File: src/rtl/frame_write_arbiter.sv
// Two-requester pixel-write arbiter for a 64-pixel red/blue dot matrix.
// Writes go to a back buffer; frame_sync swaps it into the front buffer tear-free.
module frame_write_arbiter (
    input  logic        CLK,
    input  logic        res,
    input  logic        req_a,
    input  logic [5:0]  addr_a,
    input  logic [1:0]  color_a,
    output logic        gnt_a,
    input  logic        req_b,
    input  logic [5:0]  addr_b,
    input  logic [1:0]  color_b,
    output logic        gnt_b,
    input  logic        clr_req,
    output logic        clr_done,
    input  logic        frame_sync,
    output logic [63:0] red_out,
    output logic [63:0] blue_out,
    output logic        busy
);

    typedef enum logic [0:0] {StIdle, StClear} state_e;

    state_e      state;
    logic [63:0] red_bk;
    logic [63:0] blue_bk;
    logic        dirty;
    logic        pending_swap;
    logic        last_b;
    logic [2:0]  row;

    logic        elig_a;
    logic        elig_b;
    logic        grant_a;
    logic        grant_b;
    logic        swap;
    logic [5:0]  wr_addr;
    logic [1:0]  wr_color;

    // A request whose grant is showing this cycle is already serviced.
    assign elig_a = req_a & ~gnt_a;
    assign elig_b = req_b & ~gnt_b;

    always_comb begin
        grant_a = 1'b0;
        grant_b = 1'b0;
        if (state == StIdle && !clr_req) begin
            if (elig_a && (!elig_b || last_b)) begin
                grant_a = 1'b1;
            end else if (elig_b) begin
                grant_b = 1'b1;
            end
        end
    end

    assign wr_addr  = grant_a ? addr_a : addr_b;
    assign wr_color = grant_a ? color_a : color_b;
    assign swap     = (state == StIdle) && (frame_sync || pending_swap) && dirty;

    always_ff @(posedge CLK or negedge res) begin
        if (!res) begin
            state        <= StIdle;
            red_bk       <= '0;
            blue_bk      <= '0;
            red_out      <= '0;
            blue_out     <= '0;
            dirty        <= 1'b0;
            pending_swap <= 1'b0;
            last_b       <= 1'b1;
            row          <= 3'd0;
            gnt_a        <= 1'b0;
            gnt_b        <= 1'b0;
            clr_done     <= 1'b0;
            busy         <= 1'b0;
        end else begin
            gnt_a    <= grant_a;
            gnt_b    <= grant_b;
            clr_done <= 1'b0;
            case (state)
                StIdle: begin
                    pending_swap <= 1'b0;
                    // Swap takes the pre-edge back buffer, so a same-edge write waits.
                    if (swap) begin
                        red_out  <= red_bk;
                        blue_out <= blue_bk;
                    end
                    if (grant_a || grant_b) begin
                        red_bk[wr_addr]  <= wr_color[1];
                        blue_bk[wr_addr] <= wr_color[0];
                        last_b           <= grant_b;
                        dirty            <= 1'b1;
                    end else if (swap) begin
                        dirty <= 1'b0;
                    end
                    if (clr_req) begin
                        state <= StClear;
                        busy  <= 1'b1;
                        row   <= 3'd0;
                    end
                end
                StClear: begin
                    red_bk[{row, 3'b000} +: 8]  <= 8'h00;
                    blue_bk[{row, 3'b000} +: 8] <= 8'h00;
                    if (frame_sync) begin
                        pending_swap <= 1'b1;
                    end
                    row <= row + 3'd1;
                    if (row == 3'd7) begin
                        state    <= StIdle;
                        busy     <= 1'b0;
                        clr_done <= 1'b1;
                        dirty    <= 1'b1;
                    end
                end
                default: state <= StIdle;
            endcase
        end
    end

endmodule

File: config.mk
export PLATFORM = sky130hd
export DESIGN_NAME = frame_write_arbiter
export DESIGN_NICKNAME = d
export VERILOG_FILES = /design/src/rtl/frame_write_arbiter.sv
export SDC_FILE = /design/constraint.sdc
export NUM_CORES = 1
export LEC_CHECK = 0
export ABC_CLOCK_PERIOD_IN_PS = 4200
export CORE_MARGIN = 2
export CORE_UTILIZATION = 25
export CTS_CLUSTER_SIZE = 20
export DETAILED_ROUTE_END_ITERATION = 10
export GPL_ROUTABILITY_DRIVEN = 0
export SLEW_MARGIN = 20
export SYNTH_ARGS = -nofsm -noshare
export SYNTH_HDL_FRONTEND = slang
export SYNTH_SLANG_ARGS = --single-unit
File: constraint.sdc
create_clock -name CLK -period 4.2 [get_ports CLK]
set_input_delay 0.63 -clock CLK [delete_from_list [all_inputs] [get_ports CLK]]
set_output_delay 0.63 -clock CLK [all_outputs]
set_load 0.1 [all_outputs]
# After elaboration in Yosys (flattened, before gate mapping)
# Cells that the tools add are included.
# Widths: inputs -> output; s select.
dict set report classes {
  add_sub_neg 2
  magnitude_cmp 2
  eq_ne 6
  shifts 2
  mux 33
  bitwise_logic 5
  reduce_logical 14
}
# op count
set ops {}
lappend ops {{$bwmux 64} 4}
lappend ops {{$pmux 64 s2} 2}
lappend ops {{$mux 64} 2}
lappend ops {{$shift 8x8->64 const A} 1}
lappend ops {{$shiftx 8x8->64 const A} 1}
lappend ops {{$mux 1} 16}
lappend ops {{$neg 6->8} 1}
lappend ops {{$pmux 1 s2} 4}
lappend ops {{$reduce_and 2->1} 4}
lappend ops {{$lt 6x7->1 const B} 1}
lappend ops {{$demux 1 s6} 1}
lappend ops {{$ge 6x1->1 const B} 1}
lappend ops {{$mux 6} 1}
lappend ops {{$pmux 3 s2} 1}
lappend ops {{$logic_and 1x1->1} 5}
lappend ops {{$ne 2x1->1 const B} 2}
lappend ops {{$ne 2x2->1 const B} 2}
lappend ops {{$add 3x1->3 const B} 1}
lappend ops {{$eq 3x3->1 const B} 1}
lappend ops {{$logic_or 1x1->1} 3}
lappend ops {{$mux 3} 1}
lappend ops {{$ne 3x2->1 const B} 1}
lappend ops {{$not 1->1} 3}
lappend ops {{$and 1x1->1} 2}
lappend ops {{2 further kinds} 3}
dict set report totals {
  reg_bits 267
  output_inout_bits 132
  wordCells 77
}

# Longest topological paths before layout
dict set report depth {
  depth_word 15
  depth_mapped 9
  depth_no_buf 8
}

# Worst setup path before layout
# No wires, ideal clock.
dict set report synth_path {
  path_kind {register to register}
  start {register row[0]}
  end {register blue_bk[32]}
  setup_ps 137
  t_arrival_ps 2787
  setup_slack_ps 1276
  stages_incl_launch_ff 9
  synth_period_minus_slack_ps 2924
  path_cell_list {dfrtp_1 -> inv_1 -> ha_1 -> ha_1 -> or4b_2 -> a21oi_1 -> a2bb2oi_1 -> nand3b_2 -> mux2i_1}
}
dict set report synth_between {
  elab_chain_len 4
  word_cells_on_any_way 5
}
# element line
set synth_lines {}
lappend synth_lines {{start, declared} 30} ;# logic [2:0] row;
lappend synth_lines {{start signal, assigned} 107} ;# row <= row + 3'd1;
lappend synth_lines {{$neg 6->8 *} 103} ;# blue_bk[{row, 3'b000} +: 8] <= 8'h00;
lappend synth_lines {{$shiftx 8x8->64 / $shift 8x8->64 (equally long branches)} 103}
lappend synth_lines {{$bwmux 64 *} 103}
lappend synth_lines {{$pmux 64 s2 *} 79} ;# case (state)
lappend synth_lines {{end signal, assigned by index} 89} ;# blue_bk[wr_addr] <= wr_color[0];
lappend synth_lines {{end, declared} 26} ;# logic [63:0] blue_bk;
# Mark *: on every way between the ends. The rest lies on a longest branch, timed or not.
# A chain may end at the register's enable or synchronous reset.

# Worst setup path after layout
dict set report layout_path {
  start {input port req_a}
  end {register blue_bk[9]}
}
dict set report layout_between {
  elab_chain_len 12
  word_cells_on_any_way 18
}
# element line
set layout_lines {}
lappend layout_lines {{start, declared} 6} ;# input logic req_a,
lappend layout_lines {{$and 1x1->1 *} 41} ;# assign elig_a = req_a & ~gnt_a;
lappend layout_lines {{$logic_and 1x1->1 *} 48} ;# if (elig_a && (!elig_b || last_b)) begin
lappend layout_lines {{$mux 1} 48}
lappend layout_lines {{$mux 1} 47} ;# if (state == StIdle && !clr_req) begin
lappend layout_lines {{$mux 6} 56} ;# assign wr_addr = grant_a ? addr_a : addr_b;
lappend layout_lines {{$lt 6x7->1 (implied by the code) / $ge 6x1->1 (equally long branches)} 89}
lappend layout_lines {{$logic_and 1x1->1 (implied by the code)} 89}
lappend layout_lines {{$mux 1 (implied by the code)} 89}
lappend layout_lines {{$demux 1 s6} 89}
lappend layout_lines {{$bwmux 64} 89}
lappend layout_lines {{$mux 64} 87} ;# if (grant_a || grant_b) begin
lappend layout_lines {{$pmux 64 s2} 79}
# Mark *: on every way between the ends. The rest lies on a longest branch, timed or not. The select of a mux whose other input is x is not followed.

==> flow_summary_export.csv <==
group,metric,value,unit
clocking,cts_buffer_depth,3,
setup_path,endpoint_kind,"flop",
setup_path,cpPeakStageDelay,830,ps
grt,grt_pass1_wl,50.5,mm
synthesis,yosysSeqAreaShare,0.575,
die,die_w,220,µm
routing,drtIter0Drc,418,
grt,grt_usage,0.135,
synthesis,synth_top_area_share,0.573,
timing,setup-violations-final,0,
synthesis,netlist_area,11600,µm²
synthesis,synth_flop_cell,"dfrtp_1",
clocking,cts_setup_buffers,0,
finish,area_growth_syn_to_layout,28.7,%
die,ios,154,
synthesis,netlist_instances,915,
clocking,insertion_delay,560,ps
finish,layout-drive-gt1-share,0.241,
routing,routedWlPerCell,19.0,µm
setup_path,worst-endpoint-arrival,3620,ps
run,maxCapViolations,0,
timing,tns,0,ps
timing,clock.fmax,318,MHz
synthesis,synth-async-reset-ratio,1.00,
setup_path,crit_required,4680,ps
routing,drc,0,
setup_path,path_class,"input pin to flop",
clocking,clkSinkCount,267,
setup_path,worst-path-max-fanout,16,
routing,vias,7650,
timing,rsz0062_at_grt,"no",
grt,grtUsageMet3,0.0204,
clocking,clk_pin_slew_worst_paths,60,ps
setup_path,cpMaxStageDelayCell,"or4b_1",
timing,slew_viol_final,0,
die,core,46300,µm²
setup_path,critPathLaunchType,"input pin",
timing,final-hold-violation-count,0,
clocking,cts_root_buffer,"clkbuf_16",
run_status,outcome,"finished, final reports clean",
clocking,htree_levels,1,
timing,post-route-min-period,3140,ps
timing,min_period_over_period,0.749,
setup_path,path_cells,"clkdlybuf4s50_1 -> or4b_1 -> o21ai_1 -> nand3_1 -> nor3_1 -> mux2i_1",
die,dieArea,48200,µm²
synthesis,synth_edf_count,0,
synthesis,yosysWarnings,0,
finish,multiInputGateArea,4640,µm²
grt,grt-ovfl-total,0,
placed_design,dp_hpwl,22.2,mm
clocking,cts_resized,0,
die,rows,79,
grt,use_met2,0.223,
die,dieHeight,220,µm
grt,antenna_found_initial,0,
finish,fin_nets,1100,
grt,grt_max_degree,107,
finish,regArea,6680,µm²
grt,top_usage_layer,"met2",
hold_path,min_path_type,"input pin to asynchronous set/reset pin",
setup_path,reg2reg_depth,8,
timing,slew_headroom,0.256,
placed_design,numPortBuffers,153,
finish,diodes,0,
grt,grtUsageMet1,0.180,
routing,ant_nets,0,
synthesis,yosys.cell_types.count,52,
synthesis,postSynthNetCount,944,
finish,nFillCells,4633,
timing,hold_ws,51.8,ps
synthesis,syn_area_per_cell,12.7,µm²
synthesis,yosysTopAreaCell,"dfrtp_1",
clocking,holdBufCountCts,0,
die,initial_core_util,0.251,
synthesis,ys_ff_latch,267,
timing,worst_pin_slew,1120,ps
routing,first_pass_iters,4,
clocking,numCtsBuffers,30,
synthesis,synthTopCellsByArea,"dfrtp_1 (57%), mux2_2 (12%), mux2i_1 (9.6%)",
timing,skew,10.9,ps
routing,via_per_inst,4.50,
routing,finalWirelength,32.3,mm
clocking,cts_tree,"yes",
grt,grt_pass1_vias,8146,
## area by class of cell
type / instances / share of cell area
clock buffers: 45 / 0.0620
repair buffers: 174 / 0.116
well taps: 607 / 0.0508
clock inverters: 9 / 0.00744
inverters: 30 / 0.00753
multi-input cells: 568 / 0.310
flip-flops and latches: 267 / 0.447
## layout by cell type (no fill, tap or decap), drive strengths merged, types with 6 or more instances in the layout
master | synthesis | routed
buf | 13 | 22
clkbuf | 37 | 45
mux2 | 128 | 128
mux2i | 112 | 112
clkdlybuf4s50 | 0 | 152
a21oi | 15 | 15
nor3 | 44 | 44
nand2 | 124 | 124
or3 | 12 | 12
o21ai | 9 | 9
ha | 7 | 7
nor2 | 19 | 19
nor4 | 6 | 6
dfrtp | 266 | 266
o22ai | 26 | 26
nand3 | 11 | 11
inv | 30 | 33
nand3b | 9 | 9
## synthesized netlist by cell type, types with 6 or more instances
library cell / instances
or3_1: 11
buf_2: 7
nor3_1: 13
dfrtp_1: 266
clkbuf_1: 37
inv_1: 30
o22ai_1: 26
mux2_2: 128
a21oi_1: 15
nand3_1: 11
nor3_2: 31
nand3b_2: 8
mux2i_1: 112
ha_1: 7
nand2_1: 124
nor2_1: 15
o21ai_0: 6
## sequential cells by signal (all words and copies together) (netlist names)
signal,cells
gnt_a,1
blue_bk,64
row,3
state,1
gnt_b,1
busy,1
clr_done,1
pending_swap,1
red_bk,64
blue_out,64
last_b,1
red_out,64
dirty,1
## logic make-up after synthesis
| family | share of synthesized area |
|---|---|
| AOI/OAI and AO/OA | 0.0438 |
| adders and majority gates | 0.00753 |
| buffers and inverters | 0.0279 |
| DFF | 0.575 |
| muxes | 0.220 |
| and+or+nand+nor | 0.125 |
## routing by layer
metal  wire [µm]  part of all wire
met1       14700              0.45
met2       15500              0.48
met3        1260             0.039
met4         838             0.026
met5           0                 0
## critical path: cells and delay by family
| family | cells | cell delay [ps] |
|---|---|---|
| buf+inv | 1 | 560 |
| mux | 1 | 240 |
| compound gates | 1 | 420 |
| simple gates | 3 | 1750 |
## through the flow
step	utilization	area (µm²)	setup slack (ps)	cells
finish	0.323	15000	1060	1700
floorplan	-	11600	1280	915
global placement	0.301	13900	570	1646
CTS	0.323	15000	1070	1700
global route	0.323	15000	891	1700
detailed placement	0.301	13900	468	1646
## path summary, 6_finish.rpt
kind	from	to	slack, ps
max	req_a	blue_bk[9]	1060
min	res	blue_out[12]	50
min in group CLK	pending_swap	pending_swap	500
max in group asynchronous	res	red_out[32]	3210
min reg2reg	pending_swap	pending_swap	500
max reg2reg	row[0]	blue_bk[0]	1080
Power is left out: the tool's default activity adds up to more than one toggle a clock period on the data nets, which glitch-free logic cannot reach.
